`config.mk`:
```
export PLATFORM = sky130hd
export DESIGN_NAME = fetch_prefetch_buffer
export DESIGN_NICKNAME = d
export VERILOG_FILES = /design/src/rtl/fetch_prefetch_buffer.sv
export SDC_FILE = /design/constraint.sdc
export NUM_CORES = 1
export LEC_CHECK = 0
export ABC_AREA = 1
export BUFFER_PORTS_ARGS = -buffer_cell sky130_fd_sc_hd__buf_2
export CELL_PAD_IN_SITES_DETAIL_PLACEMENT = 0
export CELL_PAD_IN_SITES_GLOBAL_PLACEMENT = 1
export CORE_ASPECT_RATIO = 0.6
export CORE_UTILIZATION = 46
export DETAILED_ROUTE_END_ITERATION = 12
export GPL_TIMING_DRIVEN = 1
export HOLD_SLACK_MARGIN = 0.1
export PLACE_DENSITY_LB_ADDON = 0.1
export SYNTH_ARGS = -nofsm -noshare
export SYNTH_HDL_FRONTEND = slang
export SYNTH_SLANG_ARGS = --single-unit
```
`constraint.sdc`:
```
create_clock -name clk -period 4.7 [get_ports clk]
set_input_delay 0.94 -clock clk [delete_from_list [all_inputs] [get_ports clk]]
set_output_delay 0.94 -clock clk [all_outputs]
set_load 0.02 [all_outputs]
```
`src/rtl/fetch_prefetch_buffer.sv`:
```
// Instruction-fetch front end: sequential word fetcher feeding a small
// {pc, insn} FIFO that the IF stage drains with a valid/ready handshake.
// A redirect flushes the queue and restarts fetch at a new PC. Any response
// still in flight for the old stream is discarded through the FLUSH state.
module fetch_prefetch_buffer #(
   parameter int          DEPTH    = 4,
   parameter logic [31:0] RESET_PC = 32'h0000_0000,
   parameter logic [31:0] NOP_INSN = 32'h0000_0013
) (
   input  logic        clk,
   input  logic        rst_n,
   // instruction memory side
   output logic        mem_req,
   output logic [31:0] mem_addr,
   input  logic        mem_ack,
   input  logic [31:0] mem_rdata,
   // IF stage side
   output logic        fetch_valid,
   output logic [31:0] fetch_insn,
   output logic [31:0] fetch_pc,
   input  logic        fetch_ready,
   // control flow change
   input  logic        redirect,
   input  logic [31:0] redirect_pc
);

   localparam int PTR_W = $clog2(DEPTH);
   localparam int CNT_W = $clog2(DEPTH + 1);

   localparam logic [CNT_W-1:0] CNT_FULL = CNT_W'(DEPTH);
   localparam logic [CNT_W-1:0] CNT_ONE  = CNT_W'(1);
   localparam logic [PTR_W-1:0] PTR_ONE  = PTR_W'(1);

   // IDLE : no request outstanding (queue full)
   // REQ  : request outstanding for the live instruction stream
   // FLUSH: request outstanding for a stream killed by a redirect
   localparam logic [1:0] ST_IDLE  = 2'd0;
   localparam logic [1:0] ST_REQ   = 2'd1;
   localparam logic [1:0] ST_FLUSH = 2'd2;

   // ------------------------------------------------------------------
   // State
   // ------------------------------------------------------------------
   logic [1:0]       state_reg,    state_next;
   logic             mem_req_reg,  mem_req_next;
   logic [31:0]      mem_addr_reg, mem_addr_next;
   logic [31:0]      next_pc_reg,  next_pc_next;
   logic [CNT_W-1:0] count_reg,    count_next;
   logic [PTR_W-1:0] rd_ptr_reg,   rd_ptr_next;
   logic [PTR_W-1:0] wr_ptr_reg,   wr_ptr_next;

   // Small queue kept in registers so the head is visible combinationally
   // in the same cycle the count becomes non-zero.
   logic [31:0] pc_mem   [DEPTH];
   logic [31:0] insn_mem [DEPTH];

   // ------------------------------------------------------------------
   // Datapath helpers
   // ------------------------------------------------------------------
   logic        ack_hit;
   logic        push;
   logic        pop;
   logic        room;
   logic [31:0] redirect_pc_aligned;
   logic [31:0] mem_addr_inc;

   // Push/pop qualification; a redirect cancels both in its cycle.
   always_comb begin
      ack_hit             = mem_req_reg && mem_ack;
      push                = ack_hit && (state_reg == ST_REQ) && !redirect;
      pop                 = (count_reg != '0) && fetch_ready && !redirect;
      redirect_pc_aligned = redirect_pc & 32'hFFFF_FFFC;
      mem_addr_inc        = mem_addr_reg + 32'd4;
   end

   // Occupancy and pointer update, including the redirect flush.
   always_comb begin
      count_next  = count_reg;
      rd_ptr_next = rd_ptr_reg;
      wr_ptr_next = wr_ptr_reg;
      if (redirect) begin
         count_next  = '0;
         rd_ptr_next = '0;
         wr_ptr_next = '0;
      end else begin
         if (push) begin
            wr_ptr_next = wr_ptr_reg + PTR_ONE;
         end
         if (pop) begin
            rd_ptr_next = rd_ptr_reg + PTR_ONE;
         end
         case ({push, pop})
            2'b10:   count_next = count_reg + CNT_ONE;
            2'b01:   count_next = count_reg - CNT_ONE;
            default: count_next = count_reg;
         endcase
      end
      // A new request is only issued if its response is guaranteed a slot.
      room = (count_next < CNT_FULL);
   end

   // Fetch FSM: request sequencing, address generation and flush handling.
   always_comb begin
      state_next    = state_reg;
      mem_req_next  = mem_req_reg;
      mem_addr_next = mem_addr_reg;
      next_pc_next  = next_pc_reg;

      if (redirect) begin
         next_pc_next = redirect_pc_aligned;
         case (state_reg)
            ST_IDLE: begin
               state_next    = ST_REQ;
               mem_req_next  = 1'b1;
               mem_addr_next = redirect_pc_aligned;
            end
            ST_REQ, ST_FLUSH: begin
               if (mem_ack) begin
                  // The outstanding request completes now, so the new
                  // stream can be requested straight away.
                  state_next    = ST_REQ;
                  mem_req_next  = 1'b1;
                  mem_addr_next = redirect_pc_aligned;
               end else begin
                  // Request must be held until acked; its data is stale.
                  state_next    = ST_FLUSH;
                  mem_req_next  = 1'b1;
               end
            end
            default: begin
               state_next    = ST_IDLE;
               mem_req_next  = 1'b0;
               mem_addr_next = next_pc_reg;
            end
         endcase
      end else begin
         case (state_reg)
            ST_IDLE: begin
               mem_addr_next = next_pc_reg;
               if (room) begin
                  state_next   = ST_REQ;
                  mem_req_next = 1'b1;
               end
            end
            ST_REQ: begin
               if (mem_ack) begin
                  next_pc_next  = mem_addr_inc;
                  mem_addr_next = mem_addr_inc;
                  if (!room) begin
                     state_next   = ST_IDLE;
                     mem_req_next = 1'b0;
                  end
               end
            end
            ST_FLUSH: begin
               if (mem_ack) begin
                  // Stale data dropped; count is zero here, so room exists.
                  state_next    = ST_REQ;
                  mem_req_next  = 1'b1;
                  mem_addr_next = next_pc_reg;
               end
            end
            default: begin
               state_next    = ST_IDLE;
               mem_req_next  = 1'b0;
               mem_addr_next = next_pc_reg;
            end
         endcase
      end
   end

   // Control state registers with asynchronous reset.
   always_ff @(posedge clk or negedge rst_n) begin
      if (!rst_n) begin
         state_reg    <= ST_IDLE;
         mem_req_reg  <= 1'b0;
         mem_addr_reg <= RESET_PC;
         next_pc_reg  <= RESET_PC;
         count_reg    <= '0;
         rd_ptr_reg   <= '0;
         wr_ptr_reg   <= '0;
      end else begin
         state_reg    <= state_next;
         mem_req_reg  <= mem_req_next;
         mem_addr_reg <= mem_addr_next;
         next_pc_reg  <= next_pc_next;
         count_reg    <= count_next;
         rd_ptr_reg   <= rd_ptr_next;
         wr_ptr_reg   <= wr_ptr_next;
      end
   end

   // Queue storage write; contents need no reset because the outputs are
   // masked while the queue is empty.
   always_ff @(posedge clk) begin
      if (push) begin
         pc_mem[wr_ptr_reg]   <= mem_addr_reg;
         insn_mem[wr_ptr_reg] <= mem_rdata;
      end
   end

   // Head presentation to IF; empty queue shows a NOP at PC 0.
   always_comb begin
      fetch_valid = (count_reg != '0);
      fetch_insn  = NOP_INSN;
      fetch_pc    = 32'h0000_0000;
      if (fetch_valid) begin
         fetch_insn = insn_mem[rd_ptr_reg];
         fetch_pc   = pc_mem[rd_ptr_reg];
      end
   end

   assign mem_req  = mem_req_reg;
   assign mem_addr = mem_addr_reg;

endmodule

```
==> key figures <==
Clock network
  • CTS sink count: between 300 and 400
  • Clk_lat worst skew: 0.56 ns
  • H-tree Lvls: 1
  • Post-CTS Hold Buffers: 0
  • CTS tree: done
  • CTS resizes: 0
  • Clk root buf: clkbuf_16
  • Post-CTS setup buffers: 0
  • Num CTS Buffers: 31
  • Clk pin slew, worst setup/hold paths: 0.06 ns
  • Clock tree buffer depth: 3

Final layout
  • Design area: 0.0168 mm2
  • Biggest regs: insn_mem: 128 flops, pc_mem: 128 flops
  • Layout area overhead: 15.1%
  • Inserted Diodes: 0
  • Layout fillers: approximately 2800
  • Share of layout cells above drive strength 1: 15.9%
  • Non-filler cells, final: 2010
  • Nets@finish: about 1700

STA
  • Worst slew margin: 37.4%
  • Worst Skew: between 0.01 and 0.015 ns
  • Period Utilization, post-route: 76.4%
  • # setup viols final: 0
  • Peak Freq: 278 MHz
  • Max-slew violations: 0
  • RSZ-0062 raised after global routing: no
  • Hold_ws: around 0.45 ns
  • Worst slew pin tran: 0.933 ns
  • Final WS setup: 1.11 ns
  • Final Hold Viols: 0
  • Sum Neg Setup Slack: 0 ns
  • Min cycle time layout: 3.59 ns

Synthesis
  • Post-synthesis sequential area ratio: 65.3%
  • Primary FF master, synth: edfxtp_1
  • Post-synth EDFFs: 256
  • Avg Synthesized Cell Area: 10.2 um2
  • Syn. warnings: 0
  • Post-synth top area share: 52.6%
  • Synth unique cells: 35
  • Synth area leader: edfxtp_1
  • Ranking of synthesized cells by area: edfxtp_1 (53%), dfrtp_1 (13%), nor2_1 (8.7%), o21ai_0 (5.3%), nand2_1 (5.1%)
  • Asr flop ratio synth: roughly 22%
  • Post-Syn Instances: 1430
  • Mapped cell area: 0.0146 mm2
  • Flops & latches, synth: 330
  • Post-Syn Nets: 1512

Floorplan
  • Die area: approximately 0.032 mm2
  • Ports: 167
  • Initial core utilization: a little under half
  • Die height: 140 um
  • Core area: 0.0312 mm2
  • Row cnt: 50
  • Die X-Extent: 232 um

Route
  • Number of DRC markers in iteration 0: 943
  • DRT Wirelength: 37.0 mm
  • Avg Vias per Cell: between 5 and 6
  • Vias post-DR: 10500
  • Residual DRC: 0
  • Detail Route Antenna Nets: 0
  • DR pass1 iterations: 5
  • Routed WL per cell: 18.4 um

Setup path
  • Setup CP Type: flop to output port
  • Critical path's slowest cell: clkinv_2
  • R2r worst-path depth: 18
  • R2r setup slk: 1.78 ns
  • Cell Chain, Critical Path: clkinv_2, buf_12, o21ai_0, a21oi_1, buf_2
  • Critical path arrival: approximately 2.7 ns
  • Critical register-to-register path endpoint: mem_req
  • Critical Path RT: 3.76 ns
  • Crit-path max FO: 76
  • Reg-to-reg startpoint: state_reg[1]
  • Crit path largest cell delay: between 0.5 and 0.6 ns
  • CP Launch Type: flop
  • CP endpoint kind: output port

Global route
  • First-pass GRT wire length: 57.6 mm
  • Grt total ovfl: 0
  • All-Layer GR Usage: 23.0%
  • Pin count of the biggest net entering global routing: 77
  • Vias in the first global route: 9788
  • Initial antenna violation count: 0

Run status
  • Status: finished, final reports clean

Placement
  • Dpl cell area: between 0.015 and 0.02 mm2
  • Gpl congestion: between 0.8 and 0.9
  • Placed insts: 1953
  • Pre-CTS setup slack: 1.22 ns
  • Port bufs: roughly 160
  • Dpl hpwl: roughly 22 mm

Pwr
  • Max VDD drop: 267 uV
  • Leakage: 6.70 nW
  • Power per cell area: 507 mW/mm2

Flow run
  • Total of max-cap violations: 0

Hold path
  • HP Class: primary input to async pin
-- worst max-delay path, delay by kind of cell (launching register included) --
| kind | cells | cell delay (ns) |
|---|---|---|
| DFF | 1 | 0.42 |
| AOI/OAI and AO/OA | 2 | 0.41 |
| buffers and inverters | 3 | 1.25 |
-- stage by stage --
step / power (mW) / util (%)
5_1_grt: 8.97 / 53.8
3_3_place_gp: 6.13 / 50.7
4_1_cts: 8.59 / 53.8
2_1_floorplan: 5.39 / -
3_5_place_dp: 6.16 / 50.7
6_report: 8.51 / 53.8
-- Yosys cell counts (10+ instances only) --
library cell  number
a21oi_1          140
a31oi_1           10
buf_2             29
clkbuf_1          35
dfrtp_1           74
edfxtp_1         256
ha_1              13
inv_1             61
nand2_1          199
nand3_1           20
nand3b_1          11
nor2_1           340
o21ai_0          156
o21ai_1           27
xor2_1            13
-- layout make-up --
| cell class | instances | area, um2 | share of cell area, % |
|---|---|---|---|
| Timing Repair Buffer | 183 | 1020 | 6.04 |
| Tap cell | 416 | 520 | 3.10 |
| Inverter | 64 | 241 | 1.44 |
| Multi-Input combinational cell | 960 | 4510 | 26.9 |
| Clock buffer | 48 | 900 | 5.35 |
| Sequential cell | 330 | 9540 | 56.8 |
| Clock inverter | 9 | 72.6 | 0.432 |
-- kinds of logic (layout without fill, tap and decap cells) --
kind of cell               Yosys count  after routing  synth area share, %
DFF                                330            330                 65.3
xor gates and xnor gates            16             16                 1.01
and+or+nand+nor                    587            587                 16.3
AOI/OAI and AO/OA                  344            344                 12.1
adders and majority gates           13             13                 1.11
buffers and inverters              140            304                 4.08
-- how the worst max path moves through the flow --
stage	start	end	slack, ns	cells past startpoint
2_1_floorplan	redirect	insn_mem[0][0]	-0.11	6
6_report	rd_ptr_reg[0]	fetch_pc[19]	1.11	5
4_1_cts	rd_ptr_reg[0]	fetch_pc[19]	1.05	5
5_1_grt	rd_ptr_reg[0]	fetch_pc[19]	0.84	5
3_3_place_gp	redirect	mem_req	1.18	19
3_5_place_dp	redirect	state_reg[0]	1.22	19
-- layer usage --
metal	GRT usage [%]	up-vias	part of all wire, %
met5	0	-	0
met4	4.50	0	1.7
met3	3.87	49	5.1
met2	34.3	250	44
met1	35.5	5004	49
li1	-	5169	-
-- cells in the final DEF, fill, tap and decap left out, types with 2 or more instances in the layout --
cell type  netlist  final
dfrtp_1         74     72
o21ai_0        156    156
nand2_1        199    199
inv_1           61     60
clkbuf_16        0     31
nand3_1         20     20
nand4_1          2      2
o21ai_1         27     27
clkbuf_8         0      6
nand3b_1        11     11
buf_12           0      4
nor2_4           6     10
buf_2           29    163
a32o_1           2      2
buf_4            1     16
a21oi_1        140    140
clkbuf_1        35     11
nand2_4          2      2
o311ai_0         3      3
nor2_8           2      2
inv_2            3      3
a22oi_1          4      4
xor2_1          13     13
xnor2_1          2      2
clkinv_2         0      4
nor2_1         340    336
clkinv_1         0      3
a31oi_1         10     10
edfxtp_1       256    256
ha_1            13     13
-- where the power goes --
group	total, mW	switching (mW)	internal (mW)
clock	2.42	1.05	1.36
combinational	1.90	1.29	0.617
sequential	4.19	0.532	3.66
total	8.51	2.87	5.64
(Power assumes the default switching activity.)
